==> src/rtl/mm_pkg.sv <==
// Shared types and helpers for the matrix operand loader.
package mm_pkg;

  typedef enum logic [1:0] {
    LOAD_A = 2'd0,
    LOAD_B = 2'd1,
    FULL   = 2'd2
  } state_t;

  localparam logic [2:0] RNE = 3'b000;

  // Number of accepted elements that make up one complete frame.
  function automatic int elem_count(input int rows, input int vec, input int cols);
    return rows * vec + vec * cols;
  endfunction

  // Index width for a dimension; a dimension of 1 still gets a 1-bit index.
  function automatic int idx_width(input int n);
    return (n > 1) ? $clog2(n) : 1;
  endfunction

endpackage

==> src/rtl/mm_index_counter.sv <==
// Row-major 2-D index counter with runtime limits so one instance can walk
// both operand matrices in turn.
module mm_index_counter #(
  parameter int ROW_W = 2,
  parameter int COL_W = 2
) (
  input  logic             clk,
  input  logic             rst_n,
  input  logic             en,
  input  logic             clr,
  input  logic [ROW_W-1:0] row_last,
  input  logic [COL_W-1:0] col_last,
  output logic [ROW_W-1:0] row,
  output logic [COL_W-1:0] col,
  output logic             last
);

  assign last = (row == row_last) && (col == col_last);

  // Clear wins over enable so a frame boundary always restarts at (0,0).
  always_ff @(posedge clk) begin
    if (!rst_n || clr) begin
      row <= '0;
      col <= '0;
    end else if (en) begin
      if (col == col_last) begin
        col <= '0;
        row <= (row == row_last) ? '0 : row + 1'b1;
      end else begin
        col <= col + 1'b1;
      end
    end
  end

endmodule

==> src/rtl/matrix_operand_loader.sv <==
// Assembles a serial element stream into matrix A then matrix B and holds the
// complete frame for the downstream multiplier until it is taken.
module matrix_operand_loader
  import mm_pkg::*;
#(
  parameter int DATA_WIDTH    = 32,
  parameter int MATRIX_A_ROWS = 4,
  parameter int VECTOR_SIZE   = 4,
  parameter int MATRIX_B_COLS = 4
) (
  input  logic                  clk,
  input  logic                  rst_n,
  input  logic [DATA_WIDTH-1:0] in_data,
  input  logic                  in_valid,
  input  logic                  in_last,
  input  logic [2:0]            in_round_mode,
  output logic                  in_ready,
  output logic [DATA_WIDTH-1:0] matrix_a [MATRIX_A_ROWS][VECTOR_SIZE],
  output logic [DATA_WIDTH-1:0] matrix_b [VECTOR_SIZE][MATRIX_B_COLS],
  output logic [2:0]            round_mode,
  output logic                  out_valid,
  input  logic                  out_ready,
  output logic                  frame_err
);

  localparam int A_RW  = idx_width(MATRIX_A_ROWS);
  localparam int A_CW  = idx_width(VECTOR_SIZE);
  localparam int B_RW  = idx_width(VECTOR_SIZE);
  localparam int B_CW  = idx_width(MATRIX_B_COLS);
  localparam int ROW_W = (A_RW > B_RW) ? A_RW : B_RW;
  localparam int COL_W = (A_CW > B_CW) ? A_CW : B_CW;

  state_t           state_q, state_d;
  logic             accept;
  logic             cnt_en, cnt_clr, cnt_last;
  logic             err_d;
  logic             wr_a, wr_b;
  logic [ROW_W-1:0] cnt_row, row_last;
  logic [COL_W-1:0] cnt_col, col_last;

  assign in_ready  = rst_n && (state_q != FULL);
  assign accept    = in_valid && in_ready;
  assign out_valid = (state_q == FULL);

  assign row_last = (state_q == LOAD_B) ? ROW_W'(VECTOR_SIZE - 1)   : ROW_W'(MATRIX_A_ROWS - 1);
  assign col_last = (state_q == LOAD_B) ? COL_W'(MATRIX_B_COLS - 1) : COL_W'(VECTOR_SIZE - 1);

  mm_index_counter #(
    .ROW_W (ROW_W),
    .COL_W (COL_W)
  ) u_index (
    .clk      (clk),
    .rst_n    (rst_n),
    .en       (cnt_en),
    .clr      (cnt_clr),
    .row_last (row_last),
    .col_last (col_last),
    .row      (cnt_row),
    .col      (cnt_col),
    .last     (cnt_last)
  );

  // Only the final B element may carry in_last; anywhere else it aborts the frame.
  always_comb begin
    state_d = state_q;
    cnt_en  = 1'b0;
    cnt_clr = 1'b0;
    err_d   = 1'b0;
    wr_a    = 1'b0;
    wr_b    = 1'b0;
    case (state_q)
      LOAD_A: begin
        if (accept) begin
          if (in_last) begin
            cnt_clr = 1'b1;
            err_d   = 1'b1;
          end else if (cnt_last) begin
            wr_a    = 1'b1;
            cnt_clr = 1'b1;
            state_d = LOAD_B;
          end else begin
            wr_a   = 1'b1;
            cnt_en = 1'b1;
          end
        end
      end
      LOAD_B: begin
        if (accept) begin
          if (cnt_last) begin
            wr_b    = 1'b1;
            cnt_clr = 1'b1;
            err_d   = !in_last;
            state_d = FULL;
          end else if (in_last) begin
            cnt_clr = 1'b1;
            err_d   = 1'b1;
            state_d = LOAD_A;
          end else begin
            wr_b   = 1'b1;
            cnt_en = 1'b1;
          end
        end
      end
      FULL: begin
        if (out_ready) state_d = LOAD_A;
      end
      default: begin
        cnt_clr = 1'b1;
        state_d = LOAD_A;
      end
    endcase
  end

  always_ff @(posedge clk) begin
    if (!rst_n) begin
      state_q   <= LOAD_A;
      frame_err <= 1'b0;
    end else begin
      state_q   <= state_d;
      frame_err <= err_d;
    end
  end

  // Round mode travels with the frame and is captured on its first A element.
  always_ff @(posedge clk) begin
    if (!rst_n) begin
      round_mode <= RNE;
      for (int r = 0; r < MATRIX_A_ROWS; r++)
        for (int c = 0; c < VECTOR_SIZE; c++)
          matrix_a[r][c] <= '0;
      for (int r = 0; r < VECTOR_SIZE; r++)
        for (int c = 0; c < MATRIX_B_COLS; c++)
          matrix_b[r][c] <= '0;
    end else begin
      if (wr_a) begin
        matrix_a[cnt_row[A_RW-1:0]][cnt_col[A_CW-1:0]] <= in_data;
        if (cnt_row == '0 && cnt_col == '0)
          round_mode <= in_round_mode;
      end
      if (wr_b)
        matrix_b[cnt_row[B_RW-1:0]][cnt_col[B_CW-1:0]] <= in_data;
    end
  end

endmodule

==> config.mk <==
export PLATFORM = sky130hd
export DESIGN_NAME = matrix_operand_loader
export DESIGN_NICKNAME = d
export VERILOG_FILES = /design/src/rtl/mm_pkg.sv /design/src/rtl/mm_index_counter.sv /design/src/rtl/matrix_operand_loader.sv
export SDC_FILE = /design/constraint.sdc
export NUM_CORES = 2
export LEC_CHECK = 0
export CAP_MARGIN = 20
export CORE_AREA = 2 2 413 415
export CTS_BUF_LIST = sky130_fd_sc_hd__clkbuf_8 sky130_fd_sc_hd__clkbuf_16
export DETAILED_ROUTE_END_ITERATION = 16
export DIE_AREA = 0 0 415 417
export SETUP_SLACK_MARGIN = 0.15
export SLEW_MARGIN = 15
export SYNTH_ARGS = -nofsm -noshare
export SYNTH_HDL_FRONTEND = slang
export SYNTH_SLANG_ARGS = --single-unit
==> constraint.sdc <==
create_clock -name clk -period 2.4 [get_ports clk]
set_clock_uncertainty 0.05 [all_clocks]
set_input_delay 0.48 -clock clk [delete_from_list [all_inputs] [get_ports clk]]
set_output_delay 0.48 -clock clk [all_outputs]
set_load 0.03 [all_outputs]
==> results.md <==
* Power density over the cells at 653 nW/um^2
* Post-layout util at 0.334
* Cts bufs inserted at 112
* Combined global-route utilization of all metal layers at 0.194
* Peak fanout along the critical path at 31
* Nets at 4,763
* Top cells by instance count after synthesis: 1,071 x sky130_fd_sc_hd__nand2_1, 1,034 x sky130_fd_sc_hd__dfxtp_1, 942 x sky130_fd_sc_hd__mux2i_1
* Required time at the worst-slack endpoint at 2.94 ns
* Number of different library cells in the post-synthesis netlist at 30
* Power, Total at 36.8 mW
* Number of global-route vias before repair at 30,100
* Final-layout fill cell count at 17,200
* DIE HEIGHT at 417 um
* Type of the worst setup path: flip-flop to flip-flop
* Number of endpoints with negative hold slack in the final report at 0
* Fraction of the cycle the final worst path needs at 0.907
* Total nets after synthesis at 3,709
* Hold-fix buffers at CTS at 0
* Placed wire-length estimate at 124,000 um
* Worst max-slew margin expressed relative to the limit at 0.270
* Ratio of cells with drive above 1 in the final layout at 0.105
* Result of the run: finished clean
* First-pass detailed-route iteration total at 5
* Final min period at 2.18 ns
* Vias after detailed routing at 30,600
* Ys flop type: sky130_fd_sc_hd__dfxtp_1
* Most frequent cell after synthesis: sky130_fd_sc_hd__nand2_1
* Full die area at 173,000 um^2
* Synthesis Warnings at 0
* Combinational cell fraction of total power at 0.043
* Remaining Overflow, GRT at 0
* Max frequency at 460 MHz
* Clock transition at the register clock pins on the worst setup and hold paths after CTS at 0.06 ns
* Share of synthesized flip-flops with an asynchronous set or reset at 0
* Pin slew with the least headroom to its limit at 1.09 ns
* Final instance count without filler cells at 7,032
* Part of the power in registers at 0.467
* DRC violation count after routing at 0
* Initial DRC Count at 2,101
* Maximum number of pins on one net before global-route repair at 98
* Count of clock tree sinks at 1,034
* Area fraction of the dominant cell type after synthesis at 0.551
* EDFF count, synth at 0
* Sw Share at 0.240
* P_sw at 8.82 mW
* P_leak at 31.5 nW
* Total Wirelength at 177,000 um
* Number of standard cells after synthesis at 3,659
* Class of the worst hold path: input pin to flip-flop
* Clock network latency to the later pin of the worst-skew pair at 0.75 ns
* Buffers added on ports at 1,069
* Top-level port count at 1,070
* Number of max-capacitance violations reported at 0
* Clock power share at 0.489
* Sequential-to-total area share from yosys stat at 0.551
* DP Cell Count at 6,809
* Deepest clock path buffer count at 3
* Synthesis-stage register bit count at 1,034
* Unrepaired setup endpoints after global routing: no
* Via count normalized by instance count at 4.36
* Antenna violations before repair at 11
* Critical Path Sink Type: flip-flop
* Number of H-tree branching levels at 3
* RD Place Congestion at 0.839
* Minimum hold slack at 0.174 ns
* Final setup vio count at 0
* Wire length of the first global-routing pass at 238,000 um
* Cell Int Power at 28.0 mW
* Critical path arrival at 2.71 ns
* Biggest area contributors in the synthesized netlist: sky130_fd_sc_hd__dfxtp_1 55%, sky130_fd_sc_hd__mux2i_1 25%, sky130_fd_sc_hd__nand2_1 11%, sky130_fd_sc_hd__clkbuf_1 2.0%, sky130_fd_sc_hd__buf_2 1.4%
* WL per Instance at 25.1 um
* Most area-hungry cell type in the Yosys netlist: sky130_fd_sc_hd__dfxtp_1
* Post-Syn Area per Cell at 10.3 um^2
* Starting density of the core at 0.223
* Area Growth Syn to Fin at 49.8%
* Post-route antenna net violation count at 0
* Max-slew violation count at 0
* Maximum vdd ir drop at 572 uV
* Critical Path Source Type: flip-flop
* Std cell rows at 151
* Clock tree from TritonCTS: done
* CTS root buffer: sky130_fd_sc_hd__clkbuf_16
* Synthesized area at 37,600 um^2
* X dimension of the die at 415 um
* Core Region at 169,000 um^2
## cell families (layout without fill, tap and decap cells)
kind of cell	after synthesis	count (layout)	synth area share
adder cells (fa/ha/maj)	10	10	0.00333
buffers and inverters	363	1509	0.0510
AO/OA/AOI/OAI	95	95	0.0127
multiplexers	942	942	0.251
other	0	9	0
flip-flops	1034	1034	0.551
AND/OR/NAND/NOR	1215	1215	0.132
## power groups by stage
stage | registers [mW] | clock network, mW | logic (mW)
final | 17.2 | 18.0 | 1.60
after floorplan | 17.6 | 0 | 0.554
after global placement | 17.6 | 0 | 1.62
after detailed placement | 17.6 | 0 | 1.62
after CTS | 17.2 | 18.4 | 1.62
after global routing | 17.2 | 19.0 | 1.64
## per-layer routing
metal | wire length, um | global-route usage | share of wire
met4 | 7700 | 0.0854 | 0.044
met3 | 10700 | 0.0440 | 0.061
met1 | 71700 | 0.230 | 0.41
met5 | 0 | 0 | 0
met2 | 86700 | 0.333 | 0.49
## final cells by class
cell class / count / area [um^2] / share of cell area
multi-input combinational: 2262 / 15300 / 0.271
inverter: 9 / 36.3 / 0.000644
sequential: 1034 / 20700 / 0.368
timing repair buffer: 1294 / 13700 / 0.243
clock buffer: 140 / 3210 / 0.0570
antenna: 9 / 22.5 / 0.000400
clock inverter: 66 / 596 / 0.0106
tap: 2218 / 2780 / 0.0493
## sequential cells by signal, indices dropped and copies added, names as in the netlist
| name | count |
|---|---|
| round_mode | 3 |
| matrix_a | 512 |
| state_q | 2 |
| matrix_b | 512 |
| frame_err | 1 |
| u_index.row | 2 |
| u_index.col | 2 |
## final timing paths
path         depth (start not counted)     startpoint       endpoint  slack [ns]
max reg2reg                          4     state_q[1]  matrix_a[182]        0.22
min                                  3          rst_n  matrix_b[373]        0.17
min reg2reg                          2  matrix_b[152]  matrix_b[152]        0.40
max                                  4     state_q[1]  matrix_a[182]        0.22
## cell usage in the layout, fill, tap and decap left out, types with 35 or more instances in the layout
cell type	synthesis	final
sky130_fd_sc_hd__inv_1	9	35
sky130_fd_sc_hd__clkdlybuf4s50_1	0	38
sky130_fd_sc_hd__dfxtp_1	1034	1028
sky130_fd_sc_hd__mux2i_1	942	942
sky130_fd_sc_hd__o21ai_0	88	88
sky130_fd_sc_hd__clkbuf_16	0	118
sky130_fd_sc_hd__nand3_1	103	95
sky130_fd_sc_hd__dlymetal6s2s_1	0	339
sky130_fd_sc_hd__nand2_1	1071	1034
sky130_fd_sc_hd__dlygate4sd2_1	0	670
sky130_fd_sc_hd__buf_12	22	95
sky130_fd_sc_hd__buf_4	9	132
## critical path, cell delays in order, from the launching register on
cell and delay (ns):
sky130_fd_sc_hd__dfxtp_4 0.36, sky130_fd_sc_hd__nor2_1 0.83, sky130_fd_sc_hd__nand3_2 0.25, sky130_fd_sc_hd__buf_12 0.25
sky130_fd_sc_hd__mux2i_1 0.17
## stage by stage
stage	setup TNS [ns]	setup slack, ns	cell area [um^2]
after floorplan	0	0.156	37600
after global placement	-159.76	-0.333	52200
after detailed placement	-179.85	-0.361	52200
after CTS	0	0.00844	55300
after global routing	0	0.153	56300
final	0	0.224	56300
## timing repair
item / CTS / global route
setup endpoints to repair: 1241 / 583
pin swaps: 0 / 1
cloned: 1 / 4
gates resized for setup: 709 / 360
setup buffers: 1 / 2
Power figures use the tool's default switching activity.
